## src/rtl/cavlc_bit_window.sv

```systemverilog
// Bitstream window for the CAVLC coeff_token decoder: buffers up to 64 bits of
// MSB-first slice data and presents the oldest 16 unconsumed bits, left-aligned.
module cavlc_bit_window #(
  parameter int IN_WIDTH  = 32,
  parameter int WIN_WIDTH = 16,
  parameter int BUF_WIDTH = 64
) (
  input  logic                 clk,
  input  logic                 rst_n,
  input  logic                 flush,
  input  logic [IN_WIDTH-1:0]  in_data,
  input  logic                 in_valid,
  output logic                 in_ready,
  output logic [WIN_WIDTH-1:0] bits,
  output logic                 bits_valid,
  input  logic                 consume,
  input  logic [4:0]           num_shift,
  output logic [6:0]           level,
  output logic [31:0]          bit_pos,
  output logic                 shift_err
);

  localparam logic [6:0] IN_BITS  = 7'(IN_WIDTH);
  localparam logic [6:0] WIN_BITS = 7'(WIN_WIDTH);

  // Handshake: a word transfers on any edge where in_valid & in_ready are both
  // high; in_ready is derived only from the registered level (plus flush), so
  // the producer never sees a combinational path from consume.

  logic [BUF_WIDTH-1:0] buf_q;
  logic [6:0]           level_q;
  logic [31:0]          bit_pos_q;
  logic                 shift_err_q;

  logic                 consume_ok;
  logic                 consume_bad;
  logic                 load;
  logic [6:0]           shift_amt;
  logic [6:0]           level_after;
  logic [BUF_WIDTH-1:0] shifted;
  logic [BUF_WIDTH-1:0] appended;
  logic [BUF_WIDTH-1:0] buf_next;
  logic [6:0]           level_next;

  assign bits       = buf_q[BUF_WIDTH-1 -: WIN_WIDTH];
  assign bits_valid = (level_q >= WIN_BITS);
  assign in_ready   = (level_q <= (7'(BUF_WIDTH) - IN_BITS)) & ~flush;
  assign level      = level_q;
  assign bit_pos    = bit_pos_q;
  assign shift_err  = shift_err_q;

  always_comb begin
    consume_ok  = consume & bits_valid & (num_shift != 5'd0) & (num_shift <= 5'(WIN_WIDTH));
    consume_bad = consume & ~consume_ok;
    load        = in_valid & in_ready;
    shift_amt   = consume_ok ? {2'b00, num_shift} : 7'd0;
    level_after = level_q - shift_amt;
    shifted     = buf_q << shift_amt;
    // The new word lands right after whatever survives this cycle's shift,
    // so the zero region below the valid bits stays zero.
    appended    = {in_data, {(BUF_WIDTH-IN_WIDTH){1'b0}}} >> level_after;
    buf_next    = load ? (shifted | appended) : shifted;
    level_next  = load ? (level_after + IN_BITS) : level_after;
  end

  always_ff @(posedge clk or negedge rst_n) begin
    if (!rst_n) begin
      buf_q       <= '0;
      level_q     <= '0;
      bit_pos_q   <= '0;
      shift_err_q <= 1'b0;
    end else if (flush) begin
      buf_q       <= '0;
      level_q     <= '0;
      bit_pos_q   <= '0;
      shift_err_q <= 1'b0;
    end else begin
      buf_q     <= buf_next;
      level_q   <= level_next;
      bit_pos_q <= bit_pos_q + {25'd0, shift_amt};
      if (consume_bad) shift_err_q <= 1'b1;
    end
  end

endmodule

```

## config.mk

```make
export PLATFORM = sky130hd
export DESIGN_NAME = cavlc_bit_window
export DESIGN_NICKNAME = d
export VERILOG_FILES = /design/src/rtl/cavlc_bit_window.sv
export SDC_FILE = /design/constraint.sdc
export NUM_CORES = 1
export LEC_CHECK = 0
export ABC_AREA = 1
export CAP_MARGIN = 10
export CORE_MARGIN = 5
export CORE_UTILIZATION = 40
export CTS_CLUSTER_DIAMETER = 120
export DETAILED_ROUTE_END_ITERATION = 6
export SETUP_SLACK_MARGIN = 0.4
export SLEW_MARGIN = 40
export SYNTH_ARGS = -nofsm -noshare
export SYNTH_HDL_FRONTEND = slang
export SYNTH_SLANG_ARGS = --single-unit
export TNS_END_PERCENT = 50
```

## constraint.sdc

```tcl
create_clock -name clk -period 7.13 [get_ports clk]
set_clock_uncertainty 0.05 [all_clocks]
set_input_delay 2.139 -clock clk [delete_from_list [all_inputs] [get_ports clk]]
set_output_delay 2.139 -clock clk [all_outputs]
set_load 0.01 [all_outputs]
```

* Word level (Yosys, flattened, before mapping)
Index checks and enable logic that the tools add are counted.
Operators by class: add/subtract/negate cells 3, $lt $le $gt $ge 3, shift operators 2, multiplexer cells 8, bitwise operators 9, reductions and logical operators 2
Operators by type and width (count):
- $mux W64 | 2
- $or A64 B64 Y64 | 1
- $shl A64 B5 Y64 | 1
- $shr A64 B7 Y64 | 1
- $add A32 B5 Y32 | 1
- $mux W32 | 1
- $mux W7 | 2
- $add A7 B6 Y7 const B | 1
- $ge A7 B5 Y1 const B | 1
- $le A7 B6 Y1 const B | 1
- $sub A7 B5 Y7 | 1
- $and A1 B1 Y1 | 6
- $le A5 B5 Y1 const B | 1
- $mux W5 | 1
- $reduce_bool A5 Y1 | 1
- $mux W1 | 2
- $not A1 Y1 | 2
- $reduce_bool A2 Y1 | 1
Storage, ports and cells: register bits after elaboration 104, output and inout port bits 58

* Longest topological paths before layout
Gate-level depths: netlist of run 1.
word-level depth 10, depth in mapped cells 24

* Least setup slack after synthesis of run 1
No wires, ideal clock.
path kind input to register, start in num_shift[0], end reg bit_pos_q[20] (netlist: bit_pos[20]), setup time 0.119 ns, arrival time 4.944 ns, required time 6.961 ns, slack 2.017 ns, stages 24, path buffers 2, cell sequence buf_2 -> nor2_4 -> nand2_2 -> nand2_4 -> nand3_4 -> nor2_4 -> buf_2 -> ha_1 -> inv_1 -> fa_1 -> inv_1 -> nand3_1 -> nand2_1 -> nand2_1 -> a21oi_1 -> nand2_1 -> nor2_1 -> nand2_1 -> nor3_1 -> nand2_1 -> nor2_1 -> nand2_1 -> nand2_1 -> nor2_1
On the way: longest elaborated chain between the ends 6, elaborated cells between the ends (all ways) 7, classes of those cells add/sub: 1; order compare: 1; mux: 2; bitwise: 2; reduce/logical: 1
RTL lines:
- start, declared | line 17 | input logic [4:0] num_shift,
- parallel branches: the longest is 3 deep, another holds $le A5 B5 Y1
- $mux W5 * | line 56 | shift_amt = consume_ok ? {2'b00, num_shift} : 7'd0;
- $add A32 B5 Y32 * | line 80 | bit_pos_q <= bit_pos_q + {25'd0, shift_amt};
- $mux W32 * | line 72 | end else if (flush) begin
- end signal, assigned | line 80
- end, declared | line 32 | logic [31:0] bit_pos_q;
Every way passes the cells marked *. A chain may end at the register's enable or synchronous reset.

* Worst setup path after layout of run 1
Same ends and word-level chain as after synthesis.

==> results.json, run 1 <==
{
  "start_util_pct": 40.56,
  "post_cts_resized": 0,
  "status": "finished clean",
  "wl_per_cell_um": 19.25,
  "antenna_cells": 0,
  "worstSetupStartpointType": "input pin",
  "netlist_instances": 1838,
  "fp-row-count": 60,
  "synth.area.top_cells": "nand3_1 (30%), dfrtp_1 (24%), nand2_1 (15%)",
  "critical_path_buf_inv_count": 6,
  "synth_edf_count": 0,
  "yosys_register_bits": 104,
  "htreeDepth": 3,
  "synth_top_cell_area_share_pct": 30.12,
  "synth_cell_types": 38,
  "multiInputGateArea_sq_mm": 0.007024,
  "drt-vias-per-instance": 5.941,
  "rsz0062_at_grt": "no",
  "grt_usage_pct": 26.80,
  "avgSynthCellArea_sq_um": 5.931,
  "crit_fanout": 34,
  "gr-total-overflow": 0,
  "numPortBuffers": 99,
  "drt-total-wl_um": 41920,
  "path_clk_slew_ps": 80,
  "fin_cells": 2178,
  "clkLatencyLatePin_ps": 370,
  "setup_viol": 0,
  "cts-root-buf": "clkbuf_16",
  "dieHeight_um": 175.1,
  "worst_ep_required_time_ps": 7340,
  "synth_nets": 1892,
  "ys_warn_count": 0,
  "maxCapViolations": 0,
  "num_vias": 12940,
  "tightest_slew_ps": 786.4,
  "first_global_vias": 11990,
  "crit_arrival_ps": 6090,
  "area_delta_synth_final_pct": 10.87,
  "path_cells": "clkdlybuf4s50_1 > buf_4 > inv_1 > nor2_4 > buf_4 > ha_1 > inv_1 > fa_1 > inv_1 > nand3_1 > nand2_1 > nand2_1 > a21oi_1 > nand2_1 > nor2_1 > nand2_1 > nor3_1 > nand2_1 > nor2_1 > nand2_1 > nand2_1 > nor2_1",
  "die_area_sq_mm": 0.03065,
  "final_core_util_pct": 44.97,
  "postRouteAntennaNets": 0,
  "cts_buffers": 9,
  "dp.cells": 2161,
  "path_class": "in -> reg",
  "yosysTopAreaCell": "nand3_1",
  "first_pass_iters": 6,
  "ys_async_sr_fraction_pct": 100.0,
  "clock.fmax_mhz": 170.0,
  "post_cts_buffers": 0,
  "nFillCells": 2976,
  "peakVddDrop_mv": 0.2635,
  "critPathMaxStageDelay_ps": 540,
  "hpwl_um": 31080,
  "cts_max_path_buffers": 2,
  "finalCriticalPeriod_ps": 5882,
  "synth_area_sq_mm": 0.01090,
  "hold_viol": 0,
  "num_io_pins": 100,
  "yosysSeqAreaShare_pct": 23.88,
  "drive_above_1_share_pct": 4.899,
  "cts_tree": "built",
  "grt_max_degree": 71,
  "netlist_top_cells_count": "nand3_1 (656), nand2_1 (432), inv_1 (136), dfrtp_1 (104), nor2_1 (89)",
  "core_sq_mm": 0.02688,
  "ctsHoldBuffers": 0,
  "leakage_nw": 5.749,
  "final-seq-area_sq_mm": 0.002603,
  "layout.nets": 1886,
  "finalSetupTns_ps": 0,
  "period_share_pct": 82.49,
  "cts_sinks": 104,
  "relSlewSlack_pct": 47.57,
  "synth_ff_type": "dfrtp_1",
  "antenna_found_initial": 0,
  "grt_pass1_wl_um": 66610,
  "critPathSlowestCell": "clkdlybuf4s50_1",
  "initialDrtViolationCount": 1533,
  "die_w_um": 175.1,
  "powerDensity_mw_per_mm2": 413.0,
  "hold_path.class": "reg -> reg",
  "synth.most_common_cell": "nand3_1",
  "maxSlewViolCount": 0,
  "cp_common_cell": "nand2_1",
  "end_kind": "flop",
  "route.detailed.drc": 0,
  "routabilityCongestion": 0.9439,
  "path_delay_family": "buffers and inverters"
}
cells in the final DEF, fill, tap and decap left out, drive strengths merged:
master and instances:
fa 2, nor3 23, inv 143, nand3b 2
a21oi 65, nor2 94, a21boi 1, buf 28
nand3 677, or2 5, nor4 6, clkdlybuf4s50 97
nand2 437, clkbuf 10, a22oi 1, nand4 25
xnor2 2, xor2 10, o21ai 74, clkinv 4
o211ai 4, dfrtp 104, ha 10, clkinvlp 3
a31oi 10
final timing paths:
path | start | endpoint | slack, ps | depth (start not counted)
setup / recovery | num_shift[0] | bit_pos[20] | 1250 | 22
max in group asynchronous | rst_n | level[5] | 4300 | 2
min in group asynchronous | rst_n | buf_q[11] | 1730 | 1
hold / removal | bit_pos[14] | bit_pos[14] | 500 | 1
setup reg to reg | level[6] | bit_pos[20] | 3090 | 22
hold reg to reg | bit_pos[14] | bit_pos[14] | 500 | 1
layer usage:
| layer | share of wire [%] | global-route usage (%) | up-vias |
|---|---|---|---|
| met4 | 2.8 | 7.627 | 0 |
| met3 | 7.5 | 2.704 | 77 |
| met1 | 45 | 38.89 | 6054 |
| met2 | 45 | 42.38 | 606 |
| met5 | 0 | 0 | - |
| li1 | - | - | 6202 |
metrics by stage:
stage	power, mW	setup slack (ps)	cell area (sq um)	hold WS (ps)
detailed placement	4.396	911.7	11770	473.4
finish	4.992	1248	12090	498.6
global placement	4.406	998.6	11770	480.7
CTS	4.919	1294	12060	492.6
global route	5.412	778.2	12090	523.7
floorplan	3.382	2017	10900	476.3
where the power goes:
| group | total, mW | internal [mW] | switching [mW] |
|---|---|---|---|
| Combinational | 3.62 | 1.09 | 2.53 |
| Clock | 0.510 | 0.244 | 0.266 |
| Sequential | 0.863 | 0.738 | 0.126 |
layout make-up:
class / instances / area share, %
tap: 341 / 3.530
inverter: 144 / 4.483
multi-input combinational: 1448 / 58.12
clock inverter: 6 / 0.4452
timing repair buffer: 125 / 9.991
sequential: 104 / 21.53
clock buffer: 10 / 1.895
state kept, by name (all words and copies together) (netlist names):
signal,count
bit_pos,32
buf_q,64
level,7
shift_err,1
worst register-to-register path, stage by stage, from the launching register on:
cell,delay (ps)
dfrtp_1,480
nor2_1,150
a21boi_2,280
nand3_4,170
nor2_4,130
buf_4,390
ha_1,250
inv_1,60
fa_1,370
inv_1,90
nand3_1,70
nand2_1,100
nand2_1,60
a21oi_1,150
nand2_1,90
nor2_1,160
nand2_1,140
nor3_1,340
nand2_1,90
nor2_1,140
nand2_1,70
nand2_1,60
nor2_1,50
kinds of logic (layout without fill, tap and decap cells):
family	count (synthesis)	count (layout)	share of synthesized area, %
AO/OA/AOI/OAI	155	155	7.404
XOR/XNOR	12	12	1.033
adder cells (fa/ha/maj)	12	12	1.515
buffers and inverters	286	285	11.90
flip-flops	104	104	23.88
AND/OR/NAND/NOR	1269	1269	54.27
No activity file was read; power rests on OpenSTA's default activity.
==> run 2: changes to the inputs <==
- clock period: 7.13 -> 4.8 ns (I/O delays scaled with it)
==> results.json, run 2 (synthesis gave the netlist of run 1 again) <==
{
  "cts-root-buf": "clkbuf_16",
  "powerDensity_mw_per_mm2": 670.1,
  "die_area_sq_mm": 0.03065,
  "layout.nets": 2045,
  "antenna_found_initial": 0,
  "crit_arrival_ps": 4500,
  "hold_viol": 0,
  "drt-total-wl_um": 44350,
  "ctsHoldBuffers": 0,
  "finalCriticalPeriod_ps": 4247,
  "path_class": "in -> reg",
  "leakage_nw": 6.696,
  "path_cells": "dlygate4sd2_1 > nor2_4 > nand3_2 > nand3_4 > nor2_4 > ha_4 > fa_2 > clkinvlp_4 > clkbuf_16 > nand2_1 > nand2_1 > o21ai_0 > buf_4 > nand2_1 > nand2_1 > nand3_1 > nand3_1 > nand2_1 > inv_1",
  "cts_buffers": 9,
  "tightest_slew_ps": 796.6,
  "use_met1_pct": 40.28,
  "hold_path.class": "reg -> reg",
  "clkLatencyLatePin_ps": 360,
  "grt_usage_pct": 28.22,
  "hpwl_um": 33010,
  "antenna_cells": 0,
  "num_vias": 13560,
  "numPortBuffers": 99,
  "routabilityCongestion": 0.9583,
  "rsz0062_at_grt": "no",
  "maxCapViolations": 0,
  "maxSlewViolCount": 0,
  "layout_common_cells": "nand3_1 (650), nand2_1 (421), buf_4 (166)",
  "status": "finished clean",
  "path_delay_family": "simple AND/OR/NAND/NOR gates",
  "largest_register": "buf_q",
  "met2_usage_pct": 46.03,
  "initialDrtViolationCount": 1685,
  "largest_register_ffs": 64,
  "mostFrequentLayoutCell": "nand3_1",
  "cts_max_path_buffers": 2,
  "wl_per_cell_um": 18.98,
  "period_share_pct": 88.47,
  "crit_fanout": 12,
  "die_w_um": 175.1,
  "cp_common_cell": "nand2_1",
  "critPathSlowestCell": "fa_2",
  "critical_path_buf_inv_count": 5,
  "route.detailed.drc": 0,
  "worst_ep_required_time_ps": 5050,
  "relSlewSlack_pct": 46.89,
  "num_io_pins": 100,
  "gr-total-overflow": 0,
  "core_sq_mm": 0.02688,
  "dieHeight_um": 175.1,
  "path_clk_slew_ps": 80,
  "cts_tree": "built",
  "area_delta_synth_final_pct": 25.57,
  "p_total_mw": 9.172,
  "clock.fmax_mhz": 235.5,
  "worstSetupStartpointType": "input pin",
  "start_util_pct": 40.56,
  "grt_pass1_wl_um": 70260,
  "htreeDepth": 3,
  "peakVddDrop_mv": 0.4365,
  "nFillCells": 2907,
  "first_global_vias": 12790,
  "critPathMaxStageDelay_ps": 570,
  "fp-row-count": 60,
  "met3_usage_pct": 2.640,
  "cts_sinks": 104,
  "drt-vias-per-instance": 5.804,
  "final_core_util_pct": 50.93,
  "end_kind": "flop",
  "drive_above_1_share_pct": 14.98,
  "grt_busiest_layer": "met2",
  "hold_slack_ps": 490.1,
  "first_pass_iters": 6,
  "postRouteAntennaNets": 0,
  "setup_viol": 0,
  "grt_max_degree": 77
}
-- run 2: per-stage QoR --
stage	area, sq um	worst slack (ps)	setup TNS, ps	std cells
global route	13690	410.5	0	2337
finish	13690	553.3	0	2337
CTS	13400	329.5	0	2329
floorplan	10910	392.8	0	1838
global placement	13000	-217.9	-3653	2311
detailed placement	13000	-248.8	-4620	2311
-- run 2: routing by layer --
layer  up-vias  part of all wire [%]  wire length (um)
met4         0                   2.5              1110
met3        83                   7.0              3091
met2       612                    46             20440
li1       6527                     -                 -
met1      6341                    44             19710
met5         -                     0                 0
-- run 2: repair_timing --
action                                  in CTS  in global routing
gates resized for setup                     33                 52
endpoints found under the setup margin      62                 80
pin swaps                                    3                 17
cloned                                       0                  3
buffers inserted                             2                  4
-- run 2: report_power, final --
part           total [mW]  switching [mW]  internal [mW]
Clock               0.765           0.393          0.372
Combinational        7.10            4.24           2.86
Sequential           1.31           0.214           1.10
-- run 2: final timing paths --
kind / start / endpoint / slack (ps) / cells after the start
max in group asynchronous: rst_n / bit_pos[25] / 2890 / 2
min in group asynchronous: rst_n / buf_q[8] / 990 / 1
max reg2reg: level[6] / buf_q[36] / 1250 / 18
min reg2reg: bit_pos[12] / bit_pos[12] / 490 / 1
max: num_shift[0] / buf_q[36] / 550 / 19
min: bit_pos[12] / bit_pos[12] / 490 / 1
-- run 2: final cells by class --
class                      count  area [sq um]  share of cell area [%]
multi-input combinational   1448          7253                   52.99
sequential                   104          2603                   19.01
timing repair buffer         284          2576                   18.82
inverter                     144         545.5                   3.985
tap                          341         426.7                   3.117
clock buffer                  11         242.7                   1.773
clock inverter                 5         41.29                  0.3016
==> run 3: changes to the inputs <==
- clock period: 4.8 -> 3.8 ns (I/O delays scaled with it)
==> results.json, run 3 (synthesis gave the netlist of run 1 again) <==
{
  "critPathMaxStageDelay_ps": 400,
  "layout.nets": 2138,
  "cts_max_path_buffers": 2,
  "use_met1_pct": 42.14,
  "setup_ws_ps": 26.89,
  "crit_arrival_ps": 4040,
  "leakage_nw": 7.904,
  "wl_per_cell_um": 19.97,
  "die_area_sq_mm": 0.03065,
  "met2_usage_pct": 47.20,
  "cts_sinks": 104,
  "grt_max_degree": 68,
  "worstSetupStartpointType": "input pin",
  "critical_path_buf_inv_count": 6,
  "num_io_pins": 100,
  "core_sq_mm": 0.02688,
  "maxCapViolations": 0,
  "hold_path.class": "reg -> reg",
  "crit_cells": 23,
  "gr-total-overflow": 0,
  "layout_common_cells": "nand3_1 (553), nand2_1 (315), buf_4 (200)",
  "end_kind": "flop",
  "mostFrequentLayoutCell": "nand3_1",
  "hpwl_um": 33550,
  "dieHeight_um": 175.1,
  "grt_busiest_layer": "met2",
  "path_class": "in -> reg",
  "worst_ep_required_time_ps": 4070,
  "peakVddDrop_mv": 0.7516,
  "antenna_found_initial": 0,
  "antenna_cells": 0,
  "startpoint": "num_shift[1]",
  "postRouteAntennaNets": 0,
  "clkLatencyLatePin_ps": 380,
  "maxSlewViolCount": 0,
  "htreeDepth": 3,
  "route.detailed.drc": 0,
  "grt_usage_pct": 29.44,
  "rrSetupSlack_ps": 100,
  "crit_end": "buf_q[58]",
  "critPathSlowestCell": "fa_2",
  "largest_register_ffs": 64,
  "status": "finished clean",
  "period_share_pct": 99.29,
  "hold_viol": 0,
  "r2r_start": "level[5]",
  "routabilityCongestion": 0.9669,
  "first_global_vias": 13080,
  "rsz0062_at_grt": "yes",
  "min_path_cells": 2,
  "cts_buffers": 9,
  "path_delay_family": "simple AND/OR/NAND/NOR gates",
  "drt-total-wl_um": 48520,
  "drt-vias-per-instance": 5.867,
  "first_pass_iters": 6,
  "grt_pass1_wl_um": 72930,
  "start_util_pct": 40.56,
  "met3_usage_pct": 2.964,
  "pre_cts_ws_ps": -840.2,
  "path_clk_slew_ps": 80,
  "powerDensity_mw_per_mm2": 912.8,
  "initialDrtViolationCount": 1650,
  "setup_viol": 0,
  "drive_above_1_share_pct": 33.17,
  "worstReg2RegEnd": "buf_q[58]",
  "relSlewSlack_pct": 46.66,
  "clock.fmax_mhz": 265.0,
  "cts-root-buf": "clkbuf_16",
  "crit_fanout": 5,
  "worst-r2r-cell-count": 21,
  "cts_tree": "built",
  "die_w_um": 175.1,
  "area_delta_synth_final_pct": 51.60,
  "fp-row-count": 60,
  "hold_slack_ps": 458.3,
  "numPortBuffers": 99,
  "finalCriticalPeriod_ps": 3773,
  "tightest_slew_ps": 800.1,
  "path_cells": "buf_8 > nor2_4 > buf_6 > nand3_4 > nand3_4 > nor2_4 > ha_4 > fa_2 > nand3b_1 > nand2_2 > nand2_2 > nand3_2 > nand2_2 > nand2_4 > nand2_4 > nor2_4 > buf_4 > buf_6 > buf_16 > nand4_1 > nand3_1 > nand2_1 > inv_1",
  "num_vias": 14260,
  "largest_register": "buf_q",
  "p_total_mw": 15.08
}
## run 3: changes by cell type in the layout (fill, tap and decap cells not counted), sizes merged
| cell | previous run | this run |
|---|---|---|
| buf | 185 | 280 |
| dlymetal6s2s | 5 | 0 |
| clkinv | 2 | 6 |
| clkinvlp | 5 | 1 |
| bufinv | 0 | 2 |
| bufbuf | 0 | 1 |
| clkbuf | 13 | 14 |
| dlygate4sd2 | 1 | 0 |
## run 3: through the flow
step                cells  setup TNS [ps]  util, %  cell area, sq um
global placement     2331          -57210    50.41             13550
CTS                  2397               0    55.67             14960
global route         2430          -783.3    61.49             16520
detailed placement   2331          -61020    50.41             13550
floorplan            1838          -211.7        -             11510
finish               2430               0    61.49             16520
## run 3: layer usage
metal	share of wire (%)	wire [um]	vias to the layer above
li1	-	-	6738
met1	43	20990	6741
met2	47	22590	668
met3	6.8	3276	111
met4	3.4	1664	0
met5	0	0	-
## run 3: layout make-up
| class | instances | area, sq um |
|---|---|---|
| fill | 2453 | 10350 |
| multi-input combinational | 1448 | 8920 |
| timing repair buffer | 376 | 3651 |
| sequential | 104 | 2603 |
| inverter | 144 | 596.8 |
| tap | 341 | 426.7 |
| clock buffer | 10 | 229.0 |
| clock inverter | 6 | 90.09 |
| timing repair inverter | 1 | 8.758 |
## run 3: worst min-delay path by stage
stage | from | end | slack (ps)
CTS | shift_err | shift_err | 460
global route | shift_err | shift_err | 500
finish | shift_err | shift_err | 460
global placement | shift_err | shift_err | 440
detailed placement | shift_err | shift_err | 440
floorplan | shift_err | shift_err | 480
## run 3: where the power goes
group | leakage, nW | total (mW) | switching (mW) | internal [mW]
combinational | 6.33 | 12.4 | 7.23 | 5.13
clock | 0.153 | 1.07 | 0.483 | 0.583
sequential | 1.42 | 1.66 | 0.275 | 1.38
## run 3: worst min-delay path, stage by stage (launching register included)
cell and delay (ps):
dfrtp_1 360, a21oi_1 40, nor2_1 70
## run 3: what timing repair did
item	in CTS	in global routing
pin swaps	45	112
setup buffers	46	29
endpoints found under the setup margin	94	93
hold buffers	0	0
cloned	4	4
gates resized for setup	188	311
